File: config.mk
export PLATFORM = sky130hd
export DESIGN_NAME = sel_scan_sequencer
export DESIGN_NICKNAME = d
export VERILOG_FILES = /design/src/rtl/sel_seq_pkg.sv /design/src/rtl/sel_scan_sequencer_next_finder.sv /design/src/rtl/sel_scan_sequencer.sv
export SDC_FILE = /design/constraint.sdc
export NUM_CORES = 1
export LEC_CHECK = 0
export CORE_AREA = 2 2 66 74
export DETAILED_ROUTE_END_ITERATION = 6
export DIE_AREA = 0 0 68 76
export GPL_TIMING_DRIVEN = 0
export MAX_ROUTING_LAYER = met4
export PLACE_DENSITY = 0.76
export REMOVE_ABC_BUFFERS = 1
export SETUP_SLACK_MARGIN = 0.15
export SLEW_MARGIN = 20
export SYNTH_ARGS = -nofsm -noshare
export SYNTH_HDL_FRONTEND = slang
export SYNTH_HIERARCHICAL = 1
export SYNTH_SLANG_ARGS = --single-unit
File: constraint.sdc
create_clock -name clk -period 8.1 [get_ports clk]
set_input_delay 0.81 -clock clk [delete_from_list [all_inputs] [get_ports clk]]
set_output_delay 0.81 -clock clk [all_outputs]
set_load 0.02 [all_outputs]
File: src/rtl/sel_seq_pkg.sv
// Shared types and constants for the select scan sequencer.
package sel_seq_pkg;

    localparam int SEL_W  = 3;
    localparam int NUM_CH = 2 ** SEL_W;

    typedef enum logic [1:0] {
        IDLE,
        SCAN,
        HOLD
    } seq_state_e;

    typedef logic [SEL_W-1:0] sel_t;

endpackage

File: src/rtl/sel_scan_sequencer_next_finder.sv
// Combinational search for the next unmasked channel after the current one.
// found=0 when every other channel is masked; wrap=1 when the search passed index 0.
module sel_next_finder #(
    parameter int SEL_W = 3
) (
    input  logic [SEL_W-1:0]      sel,
    input  logic [2**SEL_W-1:0]   mask,
    output logic [SEL_W-1:0]      next_sel,
    output logic                  wrap,
    output logic                  found
);

    logic [SEL_W-1:0] cand;

    // Walk offsets from farthest to nearest so the nearest unmasked channel wins.
    always_comb begin
        next_sel = sel;
        found    = 1'b0;
        cand     = sel;
        for (int unsigned i = 2 ** SEL_W - 1; i >= 1; i--) begin
            cand = sel + SEL_W'(i);
            if (!mask[cand]) begin
                next_sel = cand;
                found    = 1'b1;
            end
        end
        wrap = found && (next_sel < sel);
    end

endmodule

File: src/rtl/sel_scan_sequencer.sv
// Select-code scan sequencer feeding a one-hot decoder.
// Optional feature: define SEQ_SKIP_MASK_EN to add the skip_mask port.
module sel_scan_sequencer
    import sel_seq_pkg::*;
#(
    parameter int SEL_W   = 3,
    parameter int DWELL_W = 8
) (
    input  logic               clk,
    input  logic               rst,
    input  logic               start,
    input  logic               stop,
    input  logic [DWELL_W-1:0] dwell,
    input  logic               ld_valid,
    input  logic [SEL_W-1:0]   ld_sel,
    output logic               ld_ready,
    output logic [SEL_W-1:0]   sel,
    output logic               sel_valid,
    output logic               step,
    output logic               wrap,
    output logic               busy
`ifdef SEQ_SKIP_MASK_EN
    ,
    input  logic [2**SEL_W-1:0] skip_mask
`endif
);

    seq_state_e         state, state_n;
    logic [SEL_W-1:0]   sel_n;
    logic [DWELL_W-1:0] cnt, cnt_n, reload;
    logic               resume, resume_n;
    logic               step_n, wrap_n;

    logic [2**SEL_W-1:0] mask;
    logic [SEL_W-1:0]    adv_sel;
    logic                adv_wrap, adv_found;

`ifdef SEQ_SKIP_MASK_EN
    assign mask = skip_mask;
`else
    assign mask = '0;
`endif

    sel_next_finder #(.SEL_W(SEL_W)) u_finder (
        .sel      (sel),
        .mask     (mask),
        .next_sel (adv_sel),
        .wrap     (adv_wrap),
        .found    (adv_found)
    );

    assign reload    = (dwell == '0) ? DWELL_W'(1) : dwell;
    assign ld_ready  = (state != HOLD) && !stop;
    assign busy      = (state != IDLE);
    assign sel_valid = (state != IDLE);

    // Next-state decode in priority order: stop > load > start > dwell expiry.
    always_comb begin
        state_n  = state;
        sel_n    = sel;
        cnt_n    = cnt;
        resume_n = resume;
        step_n   = 1'b0;
        wrap_n   = 1'b0;
        if (stop && state != IDLE) begin
            state_n  = IDLE;
            cnt_n    = '0;
            resume_n = 1'b0;
        end else if (ld_valid && ld_ready) begin
            state_n  = HOLD;
            sel_n    = ld_sel;
            cnt_n    = reload;
            resume_n = (state == SCAN);
            step_n   = (ld_sel != sel);
        end else if (start && state == IDLE) begin
            state_n = SCAN;
            sel_n   = '0;
            cnt_n   = reload;
            step_n  = (sel != '0);
        end else if (state != IDLE) begin
            if (cnt > DWELL_W'(1)) begin
                cnt_n = cnt - DWELL_W'(1);
            end else if (state == SCAN || resume) begin
                // Expiry in SCAN, or end of a load taken mid-scan: advance and keep scanning.
                state_n  = SCAN;
                resume_n = 1'b0;
                cnt_n    = reload;
                if (adv_found) begin
                    sel_n  = adv_sel;
                    step_n = 1'b1;
                    wrap_n = adv_wrap;
                end
            end else begin
                state_n = IDLE;
                cnt_n   = '0;
            end
        end
    end

    // State and output registers.
    always_ff @(posedge clk) begin
        if (rst) begin
            state  <= IDLE;
            sel    <= '0;
            cnt    <= '0;
            resume <= 1'b0;
            step   <= 1'b0;
            wrap   <= 1'b0;
        end else begin
            state  <= state_n;
            sel    <= sel_n;
            cnt    <= cnt_n;
            resume <= resume_n;
            step   <= step_n;
            wrap   <= wrap_n;
        end
    end

endmodule

### Word-level counts from Yosys, hierarchy flattened

Memories as Yosys holds them, arrays and structs flattened.
Index checks and enable logic that the tools add are counted.

* bits in read-only memories: 56
* bits of input ports: 16
* word-level logic and storage cells: 115
* memories: 7
* output and inout port bits: 8
* register bits after elaboration: 16

Memories
* (name not given): depth 8, width 1, read ports 1, clocked after Yosys merged registers in 0, wr ports 0, RTL line sel_scan_sequencer_next_finder.sv:22 `if (!mask[cand]) begin`
* (name not given): depth 8, width 1, read ports 1, clocked after Yosys merged registers in 0, wr ports 0, RTL line sel_scan_sequencer_next_finder.sv:22
* (name not given): depth 8, width 1, read ports 1, clocked after Yosys merged registers in 0, wr ports 0, RTL line sel_scan_sequencer_next_finder.sv:22
* (name not given): depth 8, width 1, read ports 1, clocked after Yosys merged registers in 0, wr ports 0, RTL line sel_scan_sequencer_next_finder.sv:22
* (name not given): depth 8, width 1, read ports 1, clocked after Yosys merged registers in 0, wr ports 0, RTL line sel_scan_sequencer_next_finder.sv:22
* (name not given): depth 8, width 1, read ports 1, clocked after Yosys merged registers in 0, wr ports 0, RTL line sel_scan_sequencer_next_finder.sv:22
* 1 more memories

* $lt $le $gt $ge: 9
* mux-type cells: 49
* bitwise gates (word level): 4
* eq/ne operators: 7
* add/subtract/negate cells: 8
* reduce and logical (&&, ||, !) cells: 24

Operators with widths (number)
* 8-bit 2-to-1 mux: 6
* 3-bit 2-to-1 mux: 13
* 3-bit by 4-bit less-than comparator with 1-bit output (second input constant): 7
* 1-bit 2-to-1 mux: 26
* 3-bit adder (second input constant): 4
* 3-bit nonzero test: 4
* 8-bit by 1-bit > comparator with 1-bit output (second input constant): 1
* 8-bit logical NOT: 1
* 2-bit 2-to-1 mux: 4
* 2-bit != test (second input constant): 4
* 2-bit nonzero test: 4
* 8-bit OR reduction: 1
* 8-bit by 1-bit subtractor with 8-bit output (second input constant): 1
* 3-bit by 2-bit adder with 3-bit output (second input constant): 2
* 1-bit logical AND: 5
* 5-bit AND reduction: 1
* 1-bit NOT: 4
* 2-bit AND reduction: 2
* 4-bit AND reduction: 1
* 3-bit by 1-bit adder with 3-bit output (second input constant): 1
* 3-bit less-than comparator: 1
* 3-bit != test: 1
* 3-bit != test (second input constant): 1
* 3-bit OR reduction: 1
* 5 further kinds: 5

### Longest topological paths before layout

Gate-level depths: netlist of run 1.

* word-level depth: 16
* mapped depth: 17
* gate-level depth less buffers: 14

### Cells and area by module

The synthesis of run 1 kept the hierarchy.

Modules (own cells, without submodules)
* sel_scan_sequencer: area an instance 1042.2 um^2, cells each 122, seq. area each 320.3 um^2, instances 1
* sel_next_finder: area an instance 897.1 um^2, cells each 91, seq. area each 0.0 um^2, instances 1

### Worst setup path after synthesis of run 1

OpenSTA, ideal clock, no wires.

* path type: flip-flop to flip-flop
* from: register sel[1]
* to: register wrap
* clock period less this slack: 2.920 ns
* buffers on the path: 3
* cell stages (with the launch flop): 14
* required time: 8.004 ns
* setup time: 0.096 ns
* arrival: 2.824 ns
* setup slack: 5.180 ns
* cells stage by stage: dfxtp_1 > buf_4 > buf_2 > inv_1 > ha_1 > clkbuf_1 > mux2i_1 > a31oi_1 > ha_1 > a21o_1 > a21oi_1 > nand2_1 > a31oi_1 > nor4b_1

* word-level cells in the longest chain between the ends: 12
* elaborated cells on any way between the ends: 39
* those cells by class: add/sub: 7; order compare: 1; mux: 21; bitwise: 1; reduce/logical: 2; memory: 7

RTL lines
* from (decl): RTL line sel_scan_sequencer.sv:17 `output logic [SEL_W-1:0] sel,`
* from (signal assigned): RTL line sel_scan_sequencer.sv:111 `sel <= sel_n;`
* 3-bit adder: RTL line sel_scan_sequencer_next_finder.sv:21 `cand = sel + SEL_W'(i);`
* memory 8 x 1 bit
* 1-bit 2-to-1 mux (not written as such): RTL line sel_scan_sequencer_next_finder.sv:22
* 3-bit 2-to-1 mux (6 in series): RTL line sel_scan_sequencer_next_finder.sv:22
* 3-bit 2-to-1 mux *: RTL line sel_scan_sequencer_next_finder.sv:22
* named net adv_sel[1]: RTL line sel_scan_sequencer.sv:35 `logic [SEL_W-1:0] adv_sel;`
* 3-bit less-than comparator *: RTL line sel_scan_sequencer_next_finder.sv:27 `wrap = found && (next_sel < sel);`
* 1-bit logical AND *: RTL line sel_scan_sequencer_next_finder.sv:27
* named net adv_wrap: RTL line sel_scan_sequencer.sv:36 `logic adv_wrap, adv_found;`
* to (signal assigned): RTL line sel_scan_sequencer.sv:115 `wrap <= wrap_n;`
* to (decl): RTL line sel_scan_sequencer.sv:20 `output logic wrap,`

Mark *: on every way through the listed nets, which the timed path passes. The rest lies on a longest branch. The select of a mux whose other input is x is not followed.
A chain may end at the register's enable or synchronous reset.

### Worst setup path in the final report of run 1

* from: register sel[0]
* to: register wrap

The elaborated chain is that of the path after synthesis.

==> flow_summary.toml, run 1 <==
[setup_path]
r2r_slack_ps = 4740
endpoint_kind = "flop"
slowest_delay_ps = 960
crit_slowest_cell = "dfxtp_1"
critPathRequiredTime_ps = 8250
cp-endpoint = "wrap"
startpoint_type = "flop"
path_delay_family = "flip-flops"
reg2reg_depth = 10
crit_chain = "inv_1 -> ha_1 -> mux2i_1 -> a31oi_1 -> ha_1 -> a21o_1 -> a21oi_1 -> nand2_1 -> a31oi_1 -> nor4b_1"
critPathKind = "flop to flop"
worstSetupStartpoint = "sel[0]"
cp_num_buf_inv = 1
crit_arrival_ps = 3510
crit_cells = 10
worst_r2r_endpoint = "wrap"
crit_fanout = 20
r2r-start = "sel[0]"

[place]
placed_area_um2 = 2380
dp.cells = 340
dp_hpwl_um = 3570
pre_cts_slack_ps = 4690
place_congestion = 0.854
portBuffers = 23

[power]
p_leak_nw = 0.964
fin_total_pwr_mw = 0.553
power_density_nw_per_um2 = 227
worst_ir_drop_vdd_uv = 103

[cells_and_area]
fin_cells = 344
final_common_cell = "conb_1"
final_cell_mix = "conb_1 (59), clkdlybuf4s50_1 (23), dfxtp_1 (15)"
drive_gt1_frac = 0.125
nNetsFinal = 311
final_core_util = 0.543
fin_area_um2 = 2440
n_antenna_cell = 0
area_delta_synth_final_pct = 25.7

[sta]
finalCritPeriodShare = 0.414
setup_viol = 0
setup_ws_ps = 4740
grt_setup_unrepaired = "false"
post-route-min-period_ps = 3360
worst_pin_slew_ps = 981
fmax_mhz = 298
skew_ps = 6.47
fin_hold_ws_ps = 529
finalMaxSlewViolations = 0
slew_headroom = 0.345
hold_viol_final = 0
finalSetupTns_ps = 0

[synthesis]
async_reset_ff_frac = 0
synth_ff_type = "dfxtp_1"
synth.top_cell.area_share = 0.165
yosys.cell_types.count = 60
yosys-top-cells-area = "dfxtp_1 (17%), mux4_2 (14%), mux2i_1 (4.6%), ha_1 (3.9%), mux2_2 (3.5%)"
syn_inst = 213
yosysSeqAreaShare = 0.165
syn_avg_cell_area_um2 = 9.10
synth_edf_count = 0
ys_warn_count = 6
synth-seq-cells = 16
yosysTopAreaCell = "dfxtp_1"
netlist_area_um2 = 1940

[detailed_routing]
drtIter0Drc = 232
drt-pass1-iter-count = 4
num_vias = 1957
drc_errors = 0
drt-wirelength-per-cell_um = 13.9
vias_per_cell = 5.69
wl_um = 4770
drt.antenna.violating_nets = 0

[die]
core_area_um2 = 4490
dieArea_um2 = 5170
start_util = 0.432
die_h_um = 76
fp.dieW_um = 68
ioPinCount = 24
rows = 26

[cts]
cts_inserted_buffers = 3
clock_latency_ps = 260
cts_resized = 0
clkSinkCount = 16
root_buffer = "clkbuf_8"
htreeDepth = 1
cts_buffer_depth = 2
cts_tree = "built"
path_clk_slew_ps = 70
holdBufCountCts = 0
cts_setup_buffers = 0

[global_routing]
grtUsageTotal = 0.203
antenna_found_initial = 0
grt_max_degree = 26
grt_overflow_total = 0
grt_pass1_wl_um = 8110
grt_pass1_vias = 1826

[worst_hold_path]
min_path_type = "flop to flop"

[flow_run]
cap_violations = 0

[run_status]
outcome = "finished, final reports clean"
-- worst min-delay path by stage --
stage / start / endpoint / cells after the start
3_5_place_dp: cnt[7] / cnt[7] / 2
3_3_place_gp: cnt[7] / cnt[7] / 2
6_report: cnt[7] / cnt[7] / 2
4_1_cts: cnt[7] / cnt[7] / 2
2_1_floorplan: cnt[7] / cnt[7] / 2
5_1_grt: cnt[3] / cnt[3] / 1
-- Yosys cell counts, types with 3 or more instances --
cell type and instances:
nand3_1 6, nor3_1 4, a22oi_1 3, buf_2 3, nor2b_1 7, mux2i_1 9
o21ai_0 10, ha_1 6, a31oi_1 4, a21o_1 5, xnor2_1 5, nor2_1 13
o31ai_1 3, a21oi_1 12, nand2_1 11, o22ai_1 4, inv_1 7, nand2b_1 5
a311oi_1 3, mux4_2 12, dfxtp_1 16, xor2_1 3, mux2_2 6, nor4_1 3
a32o_1 3, a32oi_1 3
-- flip-flops by register name, indices dropped and copies added, names as in the netlist --
name,cells
wrap,1
cnt,8
sel,3
step,1
resume,1
state,2
-- final cells by class --
cell class              instances  area [um2]
clock buffers                   4        55.1
fillers                       447        2050
inverters                       7        26.3
multi-input cells             238        1740
flip-flops and latches         16         322
well taps                      56        70.1
repair buffers                 23         230
-- routing by layer --
metal / track usage / share of wire
met1: 0.253 / 0.40
met2: 0.333 / 0.52
met3: 0.0355 / 0.060
met4: 0.0560 / 0.020
met5: - / 0
-- worst register-to-register path, cell delays in order (launching register included) --
cell	delay [ps]
dfxtp_1	960
inv_1	230
ha_1	560
mux2i_1	140
a31oi_1	270
ha_1	310
a21o_1	180
a21oi_1	140
nand2_1	70
a31oi_1	130
nor4b_1	250
-- power by group --
part | switching [mW] | internal [mW]
Clock | 0.0298 | 0.0432
Sequential | 0.0354 | 0.0919
Combinational | 0.181 | 0.172
Total | 0.246 | 0.307
-- cells by family after synthesis --
kind of cell / Yosys count / share of synthesized area
multiplexers: 30 / 0.259
AND/OR/NAND/NOR: 64 / 0.181
flip-flops: 16 / 0.165
XOR/XNOR: 9 / 0.0445
buffers and inverters: 17 / 0.0523
other: 1 / 0.00193
adder cells (fa/ha/maj): 6 / 0.0387
AO/OA/AOI/OAI: 70 / 0.257
No activity file was read; power rests on OpenSTA's default activity.
==> run 2, diff against run 1 <==
Settings changed: PLACE_DENSITY 0.76 to 0.79.
Clock period 8.1 ns to 2.8 ns, I/O delays scaled along.
==> run 2 against run 1 <==
Worst hold slack worse by 20 ps. Non-clock buffer count increased by 2. Largest cell class unchanged. Clock power grew to 2.9 times the previous value. Register-to-register slack worse by 4400 ps. Final area grew 2.0%. Clock skew up 1.9 ps. Wire length rose by 2.3%. Highest routed layer unchanged.
==> flow_summary.toml, run 2 (same netlist as run 1, synthesis figures left out) <==
[run_status]
outcome = "finished, final reports clean"

[cts]
cts_inserted_buffers = 3
clock_latency_ps = 260
cts_buffer_depth = 2
path_clk_slew_ps = 70
htreeDepth = 1
cts_tree = "built"
root_buffer = "clkbuf_8"
clkSinkCount = 16

[die]
start_util = 0.432
fp.dieW_um = 68
core_area_um2 = 4490
ioPinCount = 24
rows = 26
die_h_um = 76
dieArea_um2 = 5170

[setup_path]
crit_chain = "inv_1 -> ha_2 -> mux2i_1 -> a31oi_2 -> ha_1 -> a21o_1 -> a21oi_1 -> nand2_1 -> a31oi_1 -> nor4b_2"
worst_r2r_endpoint = "wrap"
critPathKind = "flop to flop"
reg2reg_depth = 10
r2r_slack_ps = 340
crit_fanout = 14
crit_arrival_ps = 2630
critPathRequiredTime_ps = 2970
r2r-start = "sel[1]"
crit_slowest_cell = "dfxtp_4"
startpoint_type = "flop"
slowest_delay_ps = 470
endpoint_kind = "flop"

[sta]
hold_viol_final = 0
setup_viol = 0
worst_pin_slew_ps = 744
post-route-min-period_ps = 2460
slew_headroom = 0.499
grt_setup_unrepaired = "false"
fin_hold_ws_ps = 509
finalCritPeriodShare = 0.880
fmax_mhz = 406
finalMaxSlewViolations = 0
skew_ps = 8.42

[detailed_routing]
drt-pass1-iter-count = 4
drc_errors = 0
vias_per_cell = 5.67
drtIter0Drc = 154
drt-wirelength-per-cell_um = 14.1
drt.antenna.violating_nets = 0
num_vias = 1961
wl_um = 4880

[place]
dp.cells = 340
place_congestion = 0.879
dp_hpwl_um = 3460
portBuffers = 23

[cells_and_area]
n_antenna_cell = 0
final_common_cell = "conb_1"
area_delta_synth_final_pct = 28.3
reg_top3 = "cnt x8, sel x3, state x2"
fin_cells = 346
largest_reg_flops = 8
top_register = "cnt"
final_cell_mix = "conb_1 (59), clkdlybuf4s50_1 (23), nor2_1 (13), dfxtp_1 (13)"
fill_cells = 440
nNetsFinal = 313
final_core_util = 0.554
drive_gt1_frac = 0.152

[global_routing]
grt_overflow_total = 0
antenna_found_initial = 0
grt_pass1_vias = 1813
grtUsageTotal = 0.199
grt_max_degree = 16
grt_pass1_wl_um = 8060

[power]
p_leak_nw = 0.983
worst_ir_drop_vdd_uv = 272
power_density_nw_per_um2 = 663

[flow_run]
cap_violations = 0

[worst_hold_path]
min_to = "cnt[7]"
holdPathStages = 2
hold_start = "cnt[7]"
min_path_type = "flop to flop"
## run 2: how the worst max path moves through the flow
stage,endpoint,from,cells after the start
2_1_floorplan,wrap,sel[0],12
3_3_place_gp,wrap,sel[1],12
3_5_place_dp,wrap,sel[1],12
4_1_cts,wrap,sel[1],10
5_1_grt,wrap,sel[1],10
6_report,wrap,sel[1],10
## run 2: cell type report
class                   instances  area (um2)  area share
repair buffers                 25         249       0.100
well taps                      56        70.1      0.0282
flip-flops and latches         16         329       0.132
multi-input cells             238        1760       0.707
clock buffers                   4        55.1      0.0221
inverters                       7        26.3      0.0106
## run 2: timing repair
action	in CTS	in global routing
hold buffers	0	0
endpoints found under the setup margin	3	1
buffers inserted	2	0
resized for setup	6	3
## run 2: metrics by stage
stage	setup WS [ps]	setup TNS, ps	instance area [um2]	total power, mW
final	335	0	2490	1.65
after CTS	232	0	2470	1.57
after global routing	205	0	2490	1.76
after floorplan	-112	-112	2080	1.14
after detailed placement	-594	-739	2380	1.33
after global placement	-547	-598	2380	1.31
## run 2: power breakdown
part / switching [mW] / internal [mW]
registers: 0.0818 / 0.269
logic: 0.567 / 0.519
clock network: 0.0881 / 0.125
total: 0.736 / 0.913
## run 2: layer usage
layer,up-vias,share of wire,GRT usage
met3,8,0.050,0.0236
met2,64,0.52,0.340
li1,939,-,-
met4,0,0.0090,0.0480
met1,950,0.42,0.246
met5,-,0,-
## run 2: critical path, delay by kind of cell (launching register included)
family	cells	cell delay, ps
adders and majority gates	2	740
AOI/OAI and AO/OA	4	670
DFF	1	470
and+or+nand+nor	2	250
muxes	1	130
buffers and inverters	1	120
